===== config.mk =====
export PLATFORM = sky130hd
export DESIGN_NAME = io_bus_fabric
export DESIGN_NICKNAME = d
export VERILOG_FILES = /design/src/rtl/io_bus_fabric.sv
export SDC_FILE = /design/constraint.sdc
export NUM_CORES = 1
export LEC_CHECK = 0
export ABC_AREA = 1
export ABC_CLOCK_PERIOD_IN_PS = 2100
export BUFFER_PORTS_ARGS = -buffer_cell sky130_fd_sc_hd__buf_2
export CORE_MARGIN = 5
export CORE_UTILIZATION = 47
export CTS_CLUSTER_DIAMETER = 30
export DETAILED_ROUTE_END_ITERATION = 16
export GPL_ROUTABILITY_DRIVEN = 0
export HOLD_SLACK_MARGIN = 0.1
export PLACE_DENSITY_LB_ADDON = 0.3
export SLEW_MARGIN = 20
export SYNTH_ARGS = -nofsm -noshare
export SYNTH_HDL_FRONTEND = slang
export SYNTH_SLANG_ARGS = --single-unit

===== constraint.sdc =====
create_clock -name clk_i -period 2.1 [get_ports clk_i]
set_input_delay 0 -clock clk_i [delete_from_list [all_inputs] [get_ports clk_i]]
set_output_delay 0 -clock clk_i [all_outputs]
set_load 0.05 [all_outputs]

===== src/rtl/io_bus_fabric.sv =====
// CPU-to-device IO bus fabric: decodes the top address bits to a device slot,
// applies per-slot minimum wait states and an access timeout, and reports bus errors.
module io_bus_fabric #(
    parameter int NDEV    = 4,
    parameter int ADDR_W  = 8,
    parameter int TIMEOUT = 31
) (
    input  logic                             clk_i,
    input  logic                             rst_n,
    input  logic                             cpu_cyc,
    input  logic                             cpu_we,
    input  logic [ADDR_W-1:0]                cpu_addr,
    input  logic [7:0]                       cpu_wdata,
    output logic [7:0]                       cpu_rdata,
    output logic                             cpu_ack,
    output logic                             cpu_err,
    input  logic [NDEV-1:0]                  dev_en,
    input  logic [4*NDEV-1:0]                ws_cfg,
    output logic [NDEV-1:0]                  dev_cyc,
    output logic [NDEV-1:0]                  dev_we,
    output logic [ADDR_W-$clog2(NDEV)-1:0]   dev_addr,
    output logic [7:0]                       dev_wdata,
    input  logic [8*NDEV-1:0]                dev_rdata,
    input  logic [NDEV-1:0]                  dev_ack,
    output logic [7:0]                       err_count,
    output logic [ADDR_W-1:0]                last_err_addr
);
    localparam int SEL_W = $clog2(NDEV);
    localparam int TO_W  = $clog2(TIMEOUT + 1);

    typedef enum logic [1:0] {S_IDLE, S_ACCESS, S_DONE, S_ERR} state_t;

    state_t              r_state, w_next;
    logic [SEL_W-1:0]    r_sel;
    logic [ADDR_W-1:0]   r_addr;
    logic                r_we;
    logic [7:0]          r_wdata;
    logic [3:0]          r_wait;
    logic [TO_W-1:0]     r_tcnt;
    logic [7:0]          r_rdata;
    logic [7:0]          r_err_count;
    logic [ADDR_W-1:0]   r_last_err_addr;

    logic [SEL_W-1:0]    w_sel_in;
    logic                w_qack;
    logic                w_tout;
    logic                w_to_err;
    logic                w_err_we;
    logic [ADDR_W-1:0]   w_err_addr;

    assign w_sel_in = cpu_addr[ADDR_W-1 -: SEL_W];
    assign w_qack   = (r_wait == 4'd0) && dev_ack[r_sel];
    assign w_tout   = (r_tcnt == TO_W'(TIMEOUT));

    // An error raised straight from IDLE has not latched the request yet.
    assign w_to_err   = (w_next == S_ERR);
    assign w_err_we   = (r_state == S_IDLE) ? cpu_we   : r_we;
    assign w_err_addr = (r_state == S_IDLE) ? cpu_addr : r_addr;

    always_comb begin
        w_next = r_state;
        case (r_state)
            S_IDLE:   if (cpu_cyc) w_next = dev_en[w_sel_in] ? S_ACCESS : S_ERR;
            S_ACCESS: begin
                if (w_qack)      w_next = S_DONE;
                else if (w_tout) w_next = S_ERR;
            end
            S_DONE:   w_next = S_IDLE;
            S_ERR:    w_next = S_IDLE;
            default:  w_next = S_IDLE;
        endcase
    end

    always_ff @(posedge clk_i) begin
        if (!rst_n) begin
            r_state         <= S_IDLE;
            r_sel           <= '0;
            r_addr          <= '0;
            r_we            <= 1'b0;
            r_wdata         <= '0;
            r_wait          <= '0;
            r_tcnt          <= '0;
            r_rdata         <= '0;
            r_err_count     <= '0;
            r_last_err_addr <= '0;
        end else begin
            r_state <= w_next;
            if (r_state == S_IDLE && cpu_cyc) begin
                r_sel   <= w_sel_in;
                r_addr  <= cpu_addr;
                r_we    <= cpu_we;
                r_wdata <= cpu_wdata;
                r_wait  <= ws_cfg[4*w_sel_in +: 4];
                r_tcnt  <= '0;
            end
            if (r_state == S_ACCESS) begin
                if (r_wait != 4'd0) r_wait <= r_wait - 4'd1;
                r_tcnt <= r_tcnt + 1'b1;
                if (w_qack && !r_we) r_rdata <= dev_rdata[8*r_sel +: 8];
            end
            if (w_to_err) begin
                if (!w_err_we) r_rdata <= 8'hFF;
                r_last_err_addr <= w_err_addr;
                if (r_err_count != 8'hFF) r_err_count <= r_err_count + 8'd1;
            end
        end
    end

    always_comb begin
        dev_cyc = '0;
        if (r_state == S_ACCESS) dev_cyc = NDEV'(1) << r_sel;
    end

    assign dev_we        = r_we ? dev_cyc : '0;
    assign dev_addr      = r_addr[ADDR_W-SEL_W-1:0];
    assign dev_wdata     = r_wdata;
    assign cpu_ack       = (r_state == S_DONE);
    assign cpu_err       = (r_state == S_ERR);
    assign cpu_rdata     = r_rdata;
    assign err_count     = r_err_count;
    assign last_err_addr = r_last_err_addr;
endmodule


==> results summary <==
The largest driver fanout on the critical path is 9. The clock buffer count from CTS is 5. The number of global-route vias before repair came out at around 3,000.

The minimum clock period after layout is roughly 1.8 ns. The count of max-cap constraint violations came out at 0. The number of different library cells used by synthesis comes to 33.

The area of the mapped netlist is approximately 2800 sq um. The post-layout net count came out at 628. Entering global routing, the biggest net connects 32 pins. The layout has 548 filler cells. The first-iteration detailed-routing DRC count is 116. TritonCTS built the clock tree. The global-route wire length before repair came out at around 13,000 um. The number of antenna violations at the first check in global routing is 0.

The worst slew margin relative to its limit came out at 55.67%. The area of the die came out at 7566 sq um. The reg-to-reg startpoint is r_wait[0]$_SDFF_PN0_.

The setup total negative slack came out at 0 ns. The final routed DRC violation total came out at 0. Clock latency on the worst-skew pair, taken at its later pin, is between 0.3 and 0.4 ns. The multi-input combinational cell area came out at about 1500 sq um. The floorplan step defined a core boundary enclosing roughly 5900 sq um. The H-tree generated during clock tree synthesis spans 2 levels. Setup repair after global routing left no endpoint under its margin. The starting density of the core is a little under half.

The aggregate routed wire length is a little under 8000 um. The total number of clock tree sinks is between 50 and 60. Synthesis produced a netlist with a net count of roughly 490.

The final setup violation count is 0. The number of I/O pins came out at 124. The floorplan die width is about 87 um. The maximum root-to-sink buffer count is 2. For this run, the number of Yosys warnings is 0. The repair_antennas step left the layout with diodes totalling 0. The number of pins with negative max-slew slack in the final report is 0. The post-route antenna net violation count is 0. With fillers left out, the area of the finished cells amounts to 3705 sq um. Global routing used a little over a fifth of the available tracks across all layers. The post-synthesis to final-layout area growth is 33.02%. The maximum ir drop on the vdd rail is 453.7 uV. The tree is rooted in a clkbuf_8. The vias per cell is ~5.

The sequential share of the synthesized area is between 30% and 40%. The signal arrival time at the worst endpoint came out at 2.01 ns. The flop and latch count out of synthesis came out at 52. The post-CTS setup repair buffer count came out at 0.

The setup clock skew after layout came out at around 0.009 ns. Synthesis handed over a netlist of between 400 and 500 instances. After floorplanning, the core was divided into 28 placement rows. The tightest min-delay check is of the in -> reg type. The post-cts resize count is 0. The worst hold path begins at ws_cfg[0]. A synthesized cell averages between 6 and 7 sq um. Timing would allow up to 544.8 MHz. The final HPWL from detailed placement came out at roughly 5900 um.

The ratio of total power to cell area came out at slightly below 800 nW/um^2. In this run the worst setup path begins at r_wait[0]$_SDFF_PN0_. The number of port buffers came out at 123.

For this run, asynchronously set or reset flops after synthesis account for 0%. The global route total overflow came out at 0. The storage element area is 1041 sq um. The clock slew at the register clock pins of the worst setup and hold paths is ~0.1 ns. The area of placed instances is between 3000 and 4000 sq um. The most used flip-flop cell after synthesis is dfxtp_1. The worst-margin pin slew is approximately 0.66 ns.

Dividing the final minimum period by the clock period gives a little under 90%. In this run the static leakage power is between 1.5 and 2 nW. The flow ran to the end, and the final reports show no timing, DRC or antenna violations.

The vertical die dimension came out at about 87 um. The worst endpoint required time is ~2.3 ns. Counting flops with a built-in enable in the synthesized netlist gives 0. The mean routed wirelength per cell came out at approximately 13 um.

The detailed-routing iteration count for the pre-antenna-repair pass is 4. The worst setup path is launched from a flop. The total vias in the final route is 3,113. The worst setup path is captured at a flop. By startpoint and endpoint, the worst setup path is classified as reg -> reg. The final number of hold-violating endpoints is 0.

In the final layout, the share of cells above drive strength 1 is 28.05%.
[logic make-up (layout without fill, tap and decap cells)]
family	after synthesis	in the layout	share of synthesized area [%]
AO/OA/AOI/OAI	84	84	17.07
flip-flops	52	52	37.38
multiplexers	7	7	2.516
XOR/XNOR	5	5	1.572
AND/OR/NAND/NOR	201	201	30.19
adder cells (fa/ha/maj)	4	4	1.797
buffers and inverters	61	196	9.479
[worst max-delay path, cell delays in order, from the launching register on]
cell	delay, ns
dfxtp_1	0.33
inv_1	0.10
ha_1	0.18
nand2_1	0.09
nor2_1	0.20
nand2_1	0.08
nand2_1	0.05
nand2_1	0.12
nand2_2	0.18
nand3_2	0.19
nand2_1	0.10
a21oi_1	0.06
[registers in the layout (all words and copies together) (netlist names)]
signal	count
last_err_addr	8
r_sel	2
r_tcnt	5
dev_wdata	8
err_count	8
r_wait	4
r_addr	6
r_state	2
cpu_rdata	8
r_we	1
[Yosys cell counts, types with 7 or more instances]
master	count	share of area [%]
nand3_1	15	2.7
nand2_1	85	11
clkbuf_1	8	1.1
a21oi_1	27	4.9
o21ai_0	39	7.0
nor2_1	76	10
nand4_1	8	1.8
inv_1	34	4.6
a22oi_1	7	1.9
mux2i_1	7	2.5
nor3_1	7	1.3
dfxtp_1	52	37
[layout make-up]
type | instances | area share [%]
multi-input cells | 301 | 39.95
flip-flops and latches | 52 | 28.10
repair buffers | 148 | 22.90
inverters | 40 | 4.053
well taps | 75 | 2.533
clock buffers | 5 | 1.857
clock inverters | 3 | 0.6079
[power by group]
part | total (W) | leakage [nW] | switching [W] | internal [W]
clock | 0.000591 | 0.0485 | 0.000351 | 0.000240
combinational | 0.00117 | 1.39 | 0.000810 | 0.000363
sequential | 0.00118 | 0.426 | 0.0000779 | 0.00111
total | 0.00295 | 1.86 | 0.00124 | 0.00171
[timing repair]
action / in CTS / in global routing
endpoints found under the hold margin: 23 / 0
hold buffers: 18 / 0
endpoints found under the setup margin: 0 / 0
[layout by cell type (no fill, tap or decap), types with 4 or more instances in the layout]
cell type / instances
buf_4: 7
inv_2: 5
xor2_1: 5
nor3_1: 7
nand2_2: 5
dlygate4sd3_1: 18
ha_1: 4
inv_1: 34
mux2i_1: 7
dfxtp_1: 52
nor2_1: 76
buf_2: 123
nand2_1: 85
a22oi_1: 7
o21ai_0: 39
a21oi_1: 27
nand4_1: 8
nand3_1: 15
clkbuf_8: 5
[final timing paths]
| check | endpoint | slack (ns) | depth (start not counted) |
|---|---|---|---|
| max | err_count[7]$_SDFFE_PN0P_ | 0.26 | 11 |
| max reg2reg | err_count[7]$_SDFFE_PN0P_ | 0.26 | 11 |
| min | r_wait[0]$_SDFF_PN0_ | 0.10 | 5 |
| min reg2reg | r_tcnt[4]$_SDFFE_PN0P_ | 0.48 | 2 |
[per-stage QoR]
step           utilization, %  setup slack (ns)  total power [W]  hold slack, ns  std cells
6_report                63.32            0.2643         0.002946          0.1019        624
5_1_grt                 63.32           0.01052         0.003145          0.1197        624
4_1_cts                 63.32            0.2577         0.002959          0.1028        624
3_5_place_dp            58.68            0.2859         0.002352          0.2559        598
3_3_place_gp            58.68            0.3302         0.002326          0.2519        598
2_1_floorplan               -            0.1389         0.002072          0.1383        414
[layer usage]
metal	vias up	GRT usage, %	wire length, um
met1	1396	24.96	3288
met4	0	4.674	31
met3	3	5.109	684
met5	-	0	0
li1	1613	-	-
met2	101	38.85	3930
(Power assumes the default switching activity.)
